### src/rtl/mc_ctrl.sv
// Multi-cycle MIPS controller: FETCH/DECODE/EXEC/MEM/WB sequencing with a memory-ready
// timeout, illegal-opcode detection and a retired-instruction counter.
module mc_ctrl #(
    parameter int unsigned ALU_CTR_W   = 3,
    parameter int unsigned CNT_W       = 32,
    parameter int unsigned MEM_TIMEOUT = 16
) (
    input  logic                 clk,
    input  logic                 rst_n,
    input  logic [31:0]          instr,
    input  logic                 zero,
    input  logic                 mem_ready,
    output logic                 pc_write,
    output logic                 ir_write,
    output logic                 mem_read,
    output logic                 memwrite,
    output logic                 regwrite,
    output logic [1:0]           regdst,
    output logic                 alusrc,
    output logic [1:0]           memtoreg,
    output logic [2:0]           npc_sel,
    output logic [1:0]           ext_op,
    output logic [ALU_CTR_W-1:0] alu_ctr,
    output logic [2:0]           state,
    output logic                 illegal,
    output logic                 bus_err,
    output logic [CNT_W-1:0]     retired
);

    localparam int unsigned WAIT_W = (MEM_TIMEOUT > 1) ? $clog2(MEM_TIMEOUT) : 1;
    localparam logic [WAIT_W-1:0] WAIT_LAST = WAIT_W'(MEM_TIMEOUT - 1);

    typedef enum logic [2:0] {
        StFetch  = 3'd0,
        StDecode = 3'd1,
        StExec   = 3'd2,
        StMem    = 3'd3,
        StWb     = 3'd4
    } state_e;

    state_e            r_state, w_state_d;
    logic [WAIT_W-1:0] r_wait, w_wait_d;
    logic [CNT_W-1:0]  r_retired;
    logic              w_retire, w_waiting, w_timeout;

    // Instruction decode
    logic [5:0] w_op, w_fn;
    logic [4:0] w_rt;
    logic w_addu, w_subu, w_slt, w_sltu, w_jr, w_addi, w_addiu, w_slti, w_sltiu;
    logic w_ori, w_lui, w_lw, w_sw, w_beq, w_bne, w_bgez, w_bgtz, w_j, w_jal;
    logic w_branch, w_legal, w_unused;

    assign w_op     = instr[31:26];
    assign w_fn     = instr[5:0];
    assign w_rt     = instr[20:16];
    assign w_unused = ^{instr[25:21], instr[15:6]};

    assign w_addu  = (w_op == 6'h00) && (w_fn == 6'h21);
    assign w_subu  = (w_op == 6'h00) && (w_fn == 6'h23);
    assign w_slt   = (w_op == 6'h00) && (w_fn == 6'h2a);
    assign w_sltu  = (w_op == 6'h00) && (w_fn == 6'h2b);
    assign w_jr    = (w_op == 6'h00) && (w_fn == 6'h08);
    assign w_addi  = (w_op == 6'h08);
    assign w_addiu = (w_op == 6'h09);
    assign w_slti  = (w_op == 6'h0a);
    assign w_sltiu = (w_op == 6'h0b);
    assign w_ori   = (w_op == 6'h0d);
    assign w_lui   = (w_op == 6'h0f);
    assign w_lw    = (w_op == 6'h23);
    assign w_sw    = (w_op == 6'h2b);
    assign w_beq   = (w_op == 6'h04);
    assign w_bne   = (w_op == 6'h05);
    assign w_bgez  = (w_op == 6'h01) && (w_rt == 5'd1);
    assign w_bgtz  = (w_op == 6'h07) && (w_rt == 5'd0);
    assign w_j     = (w_op == 6'h02);
    assign w_jal   = (w_op == 6'h03);

    assign w_branch = w_beq | w_bne | w_bgez | w_bgtz;
    assign w_legal  = w_addu | w_subu | w_slt | w_sltu | w_jr | w_addi | w_addiu | w_slti |
                      w_sltiu | w_ori | w_lui | w_lw | w_sw | w_branch | w_j | w_jal;

    // Only FETCH and MEM wait on memory; a ready on the last allowed cycle beats the timeout
    assign w_waiting = (r_state == StFetch) || (r_state == StMem);
    assign w_timeout = (MEM_TIMEOUT != 0) && w_waiting && !mem_ready && (r_wait == WAIT_LAST);
    assign w_wait_d  = (w_waiting && !mem_ready && !w_timeout) ? r_wait + WAIT_W'(1) : '0;

    always_ff @(posedge clk or negedge rst_n) begin
        if (!rst_n) begin
            r_state   <= StFetch;
            r_wait    <= '0;
            r_retired <= '0;
        end else begin
            r_state <= w_state_d;
            r_wait  <= w_wait_d;
            if (w_retire) r_retired <= r_retired + CNT_W'(1);
        end
    end

    always_comb begin
        w_state_d = r_state;
        w_retire  = 1'b0;
        case (r_state)
            StFetch: begin
                if (mem_ready) w_state_d = StDecode;
            end
            StDecode: begin
                if (!w_legal) begin
                    w_state_d = StFetch;
                end else if (w_j || w_jr) begin
                    w_state_d = StFetch;
                    w_retire  = 1'b1;
                end else if (w_jal) begin
                    w_state_d = StWb;
                end else begin
                    w_state_d = StExec;
                end
            end
            StExec: begin
                if (w_branch) begin
                    w_state_d = StFetch;
                    w_retire  = 1'b1;
                end else if (w_lw || w_sw) begin
                    w_state_d = StMem;
                end else begin
                    w_state_d = StWb;
                end
            end
            StMem: begin
                if (mem_ready) begin
                    w_state_d = w_lw ? StWb : StFetch;
                    w_retire  = !w_lw;
                end else if (w_timeout) begin
                    w_state_d = StFetch;
                end
            end
            StWb: begin
                w_state_d = StFetch;
                w_retire  = 1'b1;
            end
            default: w_state_d = StFetch;
        endcase
    end

    always_comb begin
        logic [2:0] v_alu;
        pc_write = 1'b0;
        ir_write = 1'b0;
        mem_read = 1'b0;
        memwrite = 1'b0;
        regwrite = 1'b0;
        npc_sel  = 3'b000;
        illegal  = 1'b0;
        bus_err  = 1'b0;
        case (r_state)
            StFetch: begin
                mem_read = 1'b1;
                ir_write = mem_ready;
                pc_write = mem_ready;
                bus_err  = w_timeout;
            end
            StDecode: begin
                illegal = !w_legal;
                if (w_j || w_jal) begin
                    pc_write = 1'b1;
                    npc_sel  = 3'b010;
                end else if (w_jr) begin
                    pc_write = 1'b1;
                    npc_sel  = 3'b011;
                end
            end
            StExec: begin
                if (w_beq || w_bgez || w_bgtz) begin
                    pc_write = zero;
                    npc_sel  = 3'b001;
                end else if (w_bne) begin
                    pc_write = !zero;
                    npc_sel  = 3'b100;
                end
            end
            StMem: begin
                mem_read = w_lw;
                memwrite = w_sw;
                bus_err  = w_timeout;
            end
            StWb:    regwrite = 1'b1;
            default: ;
        endcase

        // Datapath fields depend only on the instruction
        regdst   = w_jal ? 2'b10 : ((w_addu | w_subu | w_slt | w_sltu) ? 2'b01 : 2'b00);
        alusrc   = w_addi | w_addiu | w_slti | w_sltiu | w_ori | w_lui | w_lw | w_sw;
        memtoreg = w_jal ? 2'b10 : (w_lw ? 2'b01 : 2'b00);
        ext_op   = w_lui ? 2'b10 :
                   ((w_addi | w_addiu | w_slti | w_sltiu | w_lw | w_sw | w_branch) ? 2'b01
                                                                                    : 2'b00);
        v_alu = 3'b000;
        if (w_subu || w_beq || w_bne)      v_alu = 3'b001;
        else if (w_ori)                    v_alu = 3'b010;
        else if (w_slt || w_slti || w_bgez || w_bgtz) v_alu = 3'b011;
        else if (w_sltu || w_sltiu)        v_alu = 3'b100;
        alu_ctr = ALU_CTR_W'(v_alu);

        // Everything is forced low while reset is held so no access survives rst_n falling
        if (!rst_n) begin
            pc_write = 1'b0;
            ir_write = 1'b0;
            mem_read = 1'b0;
            memwrite = 1'b0;
            regwrite = 1'b0;
            regdst   = 2'b00;
            alusrc   = 1'b0;
            memtoreg = 2'b00;
            npc_sel  = 3'b000;
            ext_op   = 2'b00;
            alu_ctr  = '0;
            illegal  = 1'b0;
            bus_err  = 1'b0;
        end
    end

    assign state   = r_state;
    assign retired = r_retired;

endmodule

### config.mk
export PLATFORM = sky130hd
export DESIGN_NAME = mc_ctrl
export DESIGN_NICKNAME = d
export VERILOG_FILES = /design/src/rtl/mc_ctrl.sv
export SDC_FILE = /design/constraint.sdc
export NUM_CORES = 1
export LEC_CHECK = 0
export BUFFER_PORTS_ARGS = -buffer_cell sky130_fd_sc_hd__clkbuf_2
export CAP_MARGIN = 20
export CORE_ASPECT_RATIO = 0.75
export CORE_MARGIN = 2
export CORE_UTILIZATION = 54
export DETAILED_ROUTE_END_ITERATION = 8
export PLACE_DENSITY = 0.94
export SLEW_MARGIN = 20
export SYNTH_ARGS = -nofsm -noshare
export SYNTH_HDL_FRONTEND = slang
export SYNTH_SLANG_ARGS = --single-unit
### constraint.sdc
create_clock -name clk -period 3.6 [get_ports clk]
set_clock_uncertainty 0.05 [all_clocks]
set_input_delay 0.18 -clock clk [delete_from_list [all_inputs] [get_ports clk]]
set_output_delay 0.18 -clock clk [all_outputs]
set_load 0.005 [all_outputs]
# Word level (Yosys, flattened, before mapping)

Cells that the tools add are included.

Flip-flop bits (word level): 39
Word-level logic and storage cells: 147

Add/subtract/negate cells: 2
Eq/ne operators: 27
Muxes and demuxes: 55
Bitwise operators: 28
Reduce and logical (&&, ||, !) cells: 32

Operators with widths:

| kind                  | count |
|---|---|
| $mux 3                | 17 |
| $eq 6x4->1 const B    | 7 |
| $eq 6x6->1 const B    | 6 |
| $add 32x1->32 const B | 1 |
| $or 1x1->1            | 28 |
| $mux 1                | 24 |
| $eq 6x3->1 const B    | 3 |
| $mux 2                | 8 |
| $eq 6x2->1 const B    | 2 |
| $logic_or 1x1->1      | 12 |
| $pmux 3 s4            | 1 |
| $logic_and 1x1->1     | 10 |
| $eq 3x2->1 const B    | 2 |
| $eq 6x1->1 const B    | 1 |
| $logic_not 6->1       | 1 |
| $pmux 3 s2            | 1 |
| $eq 5x1->1 const B    | 1 |
| $logic_not 1->1       | 5 |
| $logic_not 5->1       | 1 |
| $add 4x1->4 const B   | 1 |
| $eq 4x4->1 const B    | 1 |
| $mux 4                | 1 |
| $pmux 1 s4            | 1 |
| $eq 3x1->1 const B    | 1 |
| other kinds (8)       | 8 |

# Logic depth before layout (Yosys ltp)

Gate-level depths: netlist (run 1).

Depth in word-level cells: 20
Mapped depth: 7
Gate-level depth less buffers: 6

# Worst setup path before layout (run 1)

No wires, ideal clock.

Kind: register -> register
Start point: register r_state[1], in the netlist state[1]
End point: register r_retired[30], in the netlist retired[30]
Setup time: 0.125 ns
Arrival: 1.759 ns
Setup slack: 1.666 ns
Cell stages (with the launch flop): 8
Period minus slack after synthesis: 1.934 ns
Cell sequence: dfrtp_1 -> buf_2 -> nor3b_1 -> a21bo_1 -> o211ai_4 -> buf_6 -> o2111ai_1 -> xnor2_1

Word-level cells in the longest chain between the ends: 2
Elaborated cells between the ends (all ways): 5

RTL lines:

| what                                     | RTL line | RTL |
|---|---|---|
| start, declared                          | 41       | `state_e r_state, w_state_d;` |
| start signal, assigned                   | 89       | `r_state <= StFetch;` |
| start signal, assigned                   | 93       | `r_state <= w_state_d;` |
| $eq 3x3->1, or another cell as far along | 102      | `case (r_state)` |
| $pmux 1 s4 (*)                           | 102      |  |
| end signal, assigned                     | 95       | `if (w_retire) r_retired <= r_retired + CNT_W'(1);` |
| end, declared                            | 43       | `logic [CNT_W-1:0] r_retired;` |

Mark *: on every way between the ends. The rest lies on a longest branch, timed or not.
A chain may end at the register's enable or synchronous reset.

# Worst setup path after layout (run 1)

Start point: register r_state[0], in the netlist state[0]
End point: register r_retired[19], in the netlist retired[19]

Same word-level chain as after synthesis.

==> impl_results.md, run 1 <==
- WL/cell: 15.89 microns
- Synth Net Count: ~310
- Hold Worst Slack: roughly 0.17 ns
- Antenna violations before repair: 0
- Clk pin slew, worst setup/hold paths: approximately 0.08 ns
- FF-to-FF path depth: 5
- Worst rel slew slack: ~49%
- Status: finished, final reports clean
- Leakage: around 0.0014 uW
- Final Util: 67.49%
- Cts repair resizes: 0
- Register area share after synthesis: between 30% and 40%
- Share of cells above drive strength 1: approximately 29%
- Synthesized area: between 2000 and 3000 sq um
- Via density: about 6.1
- Antenna viol nets, final: 0
- Ys Warns: 0
- Worst Hold Depth: 3
- Initial Util: between 50 and 60%
- Unique masters post-synth: 54
- Max Freq: 0.3851 GHz
- Filler cells: approximately 350
- CP Capture Type: flip-flop
- First-pass GRT wire length: 10610 microns
- Total GRT Usage: between 20 and 25%
- Detail Placement HPWL: around 4600 microns
- Worst path cell trace: nor3b_1 > a21bo_1 > o211ai_4 > o21ai_0 > xnor2_1
- GRT overflow: 0
- Vias in the first global route: about 2200
- Clock Sinks: 39
- Initial DRC Count: ~260
- Slowest Stage Delay on Critical Path: slightly above 0.6 ns
- Max Slew Vio Count: 0
- Final Cycle Share: 72.13%
- Async set or reset register ratio after synthesis: 100.0%
- RSZ-0062 raised after global routing: no
- CTS Buf Count: 5
- Worst R2R Start: state[0]
- Min Tclk post-route: 2.597 ns
- Buf/Inv on CP: 0
- H-Tree Depth: 2
- Synth Flop Type: dfrtp_1
- Nets: approximately 380
- Worst-skew pair later-pin latency: roughly 0.29 ns
- Power Dens Cells: 328.3 nW/um^2
- Hold Path Class: input port to flip-flop
- Synthesized flop and latch total: 39
- Reg-to-reg setup timing slack: approximately 1.0 ns
- Hold Path Origin: mem_ready
- 1st-pass router iterations: 5
- Cell count after synthesis: between 200 and 300
- CTS tree: built
- Global placement routability congestion: between 0.9 and 1
- Final TNS setup: 0 ns
- DIE WIDTH: 83.93 microns
- Clock root buffer: clkbuf_8
- Crit Path Class: flip-flop to flip-flop
- Max-Cap Viols: 0
- Critical Path Fanout Max: 31
- Measured slew at the worst slew-check pin: 0.7642 ns
- Fin. Hold Viols: 0
- Port bufs: 75
- FF-to-FF End: retired[19]
- Synth-to-Final Area Change: 18.57%
- Worst VDD drop: about 0.21 mV
- WL final: between 6000 and 7000 microns
- Setup violations, final: 0
- Largest net degree at the start of global routing: 39
- Post-synth EDFFs: 0
- Crit-path leading delay family: compound AO/OA/AOI/OAI gates
- Hold Path End: state[0]
- Worst-case clock buffer depth: 2
- Critical Path RT: around 3.8 ns
- Slowest cell on crit path: o211ai_4
- Diode count: 0
- DIE HEIGHT: 63.95 microns
- Syn Area/Cell: between 9 and 10 sq um
- Crit start category: flip-flop
- Core Region: approximately 4500 sq um
- Crit path DAT: around 2.8 ns
- Ports: 91
- Via Count: between 2000 and 2500
- Rows: 21
- Full die area: 5367 sq um
- DRC Markers: 0
-- repair_timing --
item                                   4_1_cts  5_1_grt
endpoints found under the hold margin        2        0
hold buffers                                 1        0
setup buffers                                0        0
-- cell type report --
class | count | area, sq um | area share, %
Clock buffer | 7 | 96.34 | 3.140
Clock inverter | 1 | 7.507 | 0.2447
Inverter | 1 | 3.754 | 0.1223
Multi-Input combinational cell | 213 | 1513 | 49.31
Sequential cell | 39 | 975.9 | 31.81
Tap cell | 57 | 71.32 | 2.325
Timing Repair Buffer | 78 | 400.4 | 13.05
-- sequential cells by signal (all words and copies together) (netlist names) --
signal,flops
retired,32
r_wait,4
state,3
-- logic make-up (layout without fill, tap and decap cells) --
logic type	after synthesis	after routing	share of synthesized area [%]
multiplexers	2	2	0.8220
flip-flops	39	39	37.72
XOR/XNOR	33	33	11.17
buffers and inverters	18	87	3.820
adder cells (fa/ha/maj)	2	2	0.9670
AO/OA/AOI/OAI	58	58	17.31
AND/OR/NAND/NOR	118	118	28.19
-- layout by cell type (no fill, tap or decap), types with 3 or more instances in the layout --
cell type	Yosys	final
nor2b_1	4	4
o21ai_1	3	3
and3_1	8	8
dfrtp_1	39	39
a21oi_1	7	7
nor3_1	8	8
o211ai_1	5	5
xnor2_1	32	32
and2_1	8	8
clkbuf_2	1	75
o21ai_0	10	10
nor3b_1	6	6
nand2_1	18	18
clkbuf_8	0	7
nand2b_1	5	5
nor2_1	23	23
and4_1	6	6
nand3_1	13	13
o2111ai_1	16	16
-- cells in the mapped netlist (all sizes together) (2+ instances only) --
library cell / instances / area (sq um)
nand4: 2 / 12.51
o2111ai: 17 / 155.1
nor3: 8 / 40.04
dfrtp: 39 / 975.9
a31oi: 2 / 12.51
clkbuf: 7 / 27.52
a21boi: 2 / 15.01
nand2b: 5 / 31.28
o21a: 2 / 15.01
a21oi: 8 / 43.79
nor4b: 2 / 23.77
and2: 8 / 50.05
nand3: 13 / 65.06
nor3b: 6 / 45.04
nand4b: 3 / 56.31
xnor2: 32 / 280.3
nor2b: 4 / 25.02
o21ai: 13 / 65.06
and4b: 2 / 20.02
a21bo: 2 / 20.02
and4: 6 / 52.55
nor4: 5 / 67.56
nor2: 23 / 86.33
o211ai: 6 / 58.81
buf: 10 / 67.56
nand2: 18 / 67.56
ha: 2 / 25.02
and3: 8 / 50.05
nand3b: 2 / 15.01
-- worst register-to-register path: cells and delay by family, from the launching register on --
family          cells  cell delay, ns
compound gates      3            1.21
xor+xnor            1            0.24
flops               1            0.55
simple gates        1            0.46
-- power breakdown --
part	total [uW]	internal, uW	switching (uW)
clock	330	174	156
sequential	510	462	47.9
combinational	168	74.2	93.4
-- per-stage QoR --
step	setup WS, ns	cells	cell area (sq um)	total power [uW]
2_1_floorplan	1.666	270	2587	607.4
3_3_place_gp	1.140	387	2954	674.0
3_5_place_dp	1.054	387	2954	682.6
4_1_cts	1.010	396	3068	1009
5_1_grt	0.7436	396	3068	1051
6_report	1.003	396	3068	1007
-- worst max-delay path by stage --
stage | depth (start not counted) | end | slack [ns] | startpoint
detailed placement | 5 | retired[19] | 1.05 | state[0]
finish | 5 | retired[19] | 1.00 | state[0]
floorplan | 7 | retired[30] | 1.67 | state[1]
global route | 5 | retired[19] | 0.74 | state[0]
CTS | 5 | retired[19] | 1.01 | state[0]
global placement | 5 | retired[1] | 1.14 | state[0]
-- layer usage --
layer	GRT usage (%)	part of all wire (%)	vias to the layer above
met1	34.88	47	1189
met2	37.90	46	84
met3	4.780	6.0	11
met4	6.452	1.4	0
met5	0	0	-
li1	-	-	1135
Note: power is estimated with default switching activity, not from simulation.
==> run 2: changes to the inputs <==
Settings changed: CORE_UTILIZATION 54 to 45, PLACE_DENSITY 0.94 to 0.84.
Clock period 3.6 ns to 2.3 ns, I/O delays scaled along.
==> run 2 against run 1 <==
Against the previous run: critical path depth is 1 higher; non-clock buffer count increased by 4; die area increased by 19%; critical path type unchanged.
==> impl_results.md, run 2 (synthesized netlist as in run 1, its figures left out) <==
- Clock root buffer: clkbuf_8
- Antenna violations before repair: 0
- Hold Path Class: input port to flip-flop
- Clock Power Share: between 20 and 30%
- Detail Placement HPWL: 4578 microns
- Initial Util: between 40 and 50%
- Min Tclk post-route: 2.062 ns
- Via Count: between 2000 and 2500
- Clk pin slew, worst setup/hold paths: around 0.070 ns
- Antenna viol nets, final: 0
- CP Capture Type: flip-flop
- Power Dens Cells: 487.1 nW/um^2
- Max-Cap Viols: 0
- Fin. Hold Viols: 0
- GRT overflow: 0
- Worst-skew pair later-pin latency: about 0.30 ns
- Clock Sinks: 39
- Leakage: about 0.0014 uW
- 1st-pass router iterations: 4
- Switching share of power: between 30% and 40%
- Fin area: between 3000 and 4000 sq um
- DIE WIDTH: 91.56 microns
- Psw: between 400 and 500 uW
- Worst VDD drop: 0.2903 mV
- Worst R2R Start: state[2]
- Cts repair resizes: 0
- CTS Buf Count: 5
- Global placement routability congestion: about 0.9
- WL/cell: between 10 and 15 microns
- Rows: 23
- Setup ws final: 0.2380 ns
- Setup violations, final: 0
- Setup crit end: retired[1]
- Full die area: approximately 6400 sq um
- WL final: between 6000 and 7000 microns
- Filler cells: 458
- Max Freq: slightly below 0.5 GHz
- Synth-to-Final Area Change: 20.79%
- Max Slew Vio Count: 0
- Share of cells above drive strength 1: between 20% and 30%
- Status: finished, final reports clean
- Vias in the first global route: 2171
- Crit path DAT: roughly 2.2 ns
- Final TNS setup: 0 ns
- DIE HEIGHT: between 60 and 70 microns
- Critical Path RT: 2.44 ns
- Port bufs: 75
- Initial DRC Count: between 150 and 200
- First-pass GRT wire length: roughly 11000 microns
- Final Cycle Share: roughly nine tenths
- Post-Layout Cell Count: 418
- Worst-case clock buffer depth: 2
- Logic pwr share: 18.8%
- FF-to-FF path depth: 6
- Core Region: between 5000 and 6000 sq um
- Largest net degree at the start of global routing: 37
- Worst rel slew slack: a little over half
- FF-to-FF End: retired[1]
- Commonest non-fill, non-tap cells in the layout: clkbuf_2, dfrtp_1, xnor2_1, nor2_1, nand2_1
- Measured slew at the worst slew-check pin: around 0.71 ns
- Crit start category: flip-flop
- CTS tree: built
- Total GRT Usage: approximately 20%
- RSZ-0062 raised after global routing: no
- Internal: 1056 uW
- Via density: 5.737
- Dpl cells: approximately 410
- Critical Path Fanout Max: 31
- Total power: about 1500 uW
- Ports: slightly above 90
- Reg-to-reg setup timing slack: 0.24 ns
- Commonest non-fill, non-tap cell in the layout: clkbuf_2
- Max reg flops: 32
- Crit path launch: state[2]
- Pre-CTS WS: slightly above 0.3 ns
- Post-DP Area: between 3000 and 4000 sq um
- Diode count: 0
- Crit Path Class: flip-flop to flip-flop
- Nets: 380
- Flop pwr share: about half
- DRC Markers: 0
- H-Tree Depth: 2
-- run 2: layer usage --
layer / global-route usage [%] / up-vias / share of wire [%]
met3: 4.022 / 14 / 8.3
met1: 30.37 / 1136 / 46
met5: 0 / - / 0
met4: 6.734 / 0 / 1.8
met2: 28.10 / 110 / 43
li1: - / 1138 / -
-- run 2: worst min-delay path by stage --
stage	from	end	slack, ns	cells past startpoint
after global placement	rst_n	state[2]	-0.02	1
after global routing	mem_ready	state[0]	0.13	3
after CTS	mem_ready	state[0]	0.12	3
final	mem_ready	state[0]	0.12	3
after detailed placement	rst_n	state[0]	-0.02	1
after floorplan	rst_n	r_wait[0]	-0.23	0
-- run 2: final cells by class --
class	count	area [sq um]	share of cell area, %
clock buffer	5	68.82	2.202
clock inverter	3	15.01	0.4804
inverter	1	3.754	0.1201
multi-input combinational	213	1513	48.40
sequential	39	975.9	31.22
tap	75	93.84	3.002
timing repair buffer	82	455.4	14.57
-- run 2: power groups by stage --
stage	sequential [uW]	combinational, uW	clock [uW]
6_report	783	286	453
5_1_grt	791	320	499
4_1_cts	782	288	457
3_5_place_dp	795	285	0
3_3_place_gp	793	276	0
2_1_floorplan	774	177	0
-- run 2: timing repair --
item / 4_1_cts / 5_1_grt
hold endpoints to repair: 3 / 0
buffers inserted: 0 / 0
hold buffers: 1 / 0
-- run 2: worst max-delay path, stage by stage (launching register included) --
cell and delay (ns):
dfrtp_1 0.38, nor3b_1 0.47, a21bo_1 0.31, o211ai_4 0.19, buf_12 0.20, nor2_1 0.09
mux2_2 0.27
-- run 2: metrics by stage --
stage / hold slack, ns / utilization, %
2_1_floorplan: -0.2306 / -
3_3_place_gp: -0.02103 / 55.74
3_5_place_dp: -0.01541 / 55.74
4_1_cts: 0.1219 / 57.46
5_1_grt: 0.1345 / 57.46
6_report: 0.1243 / 57.46
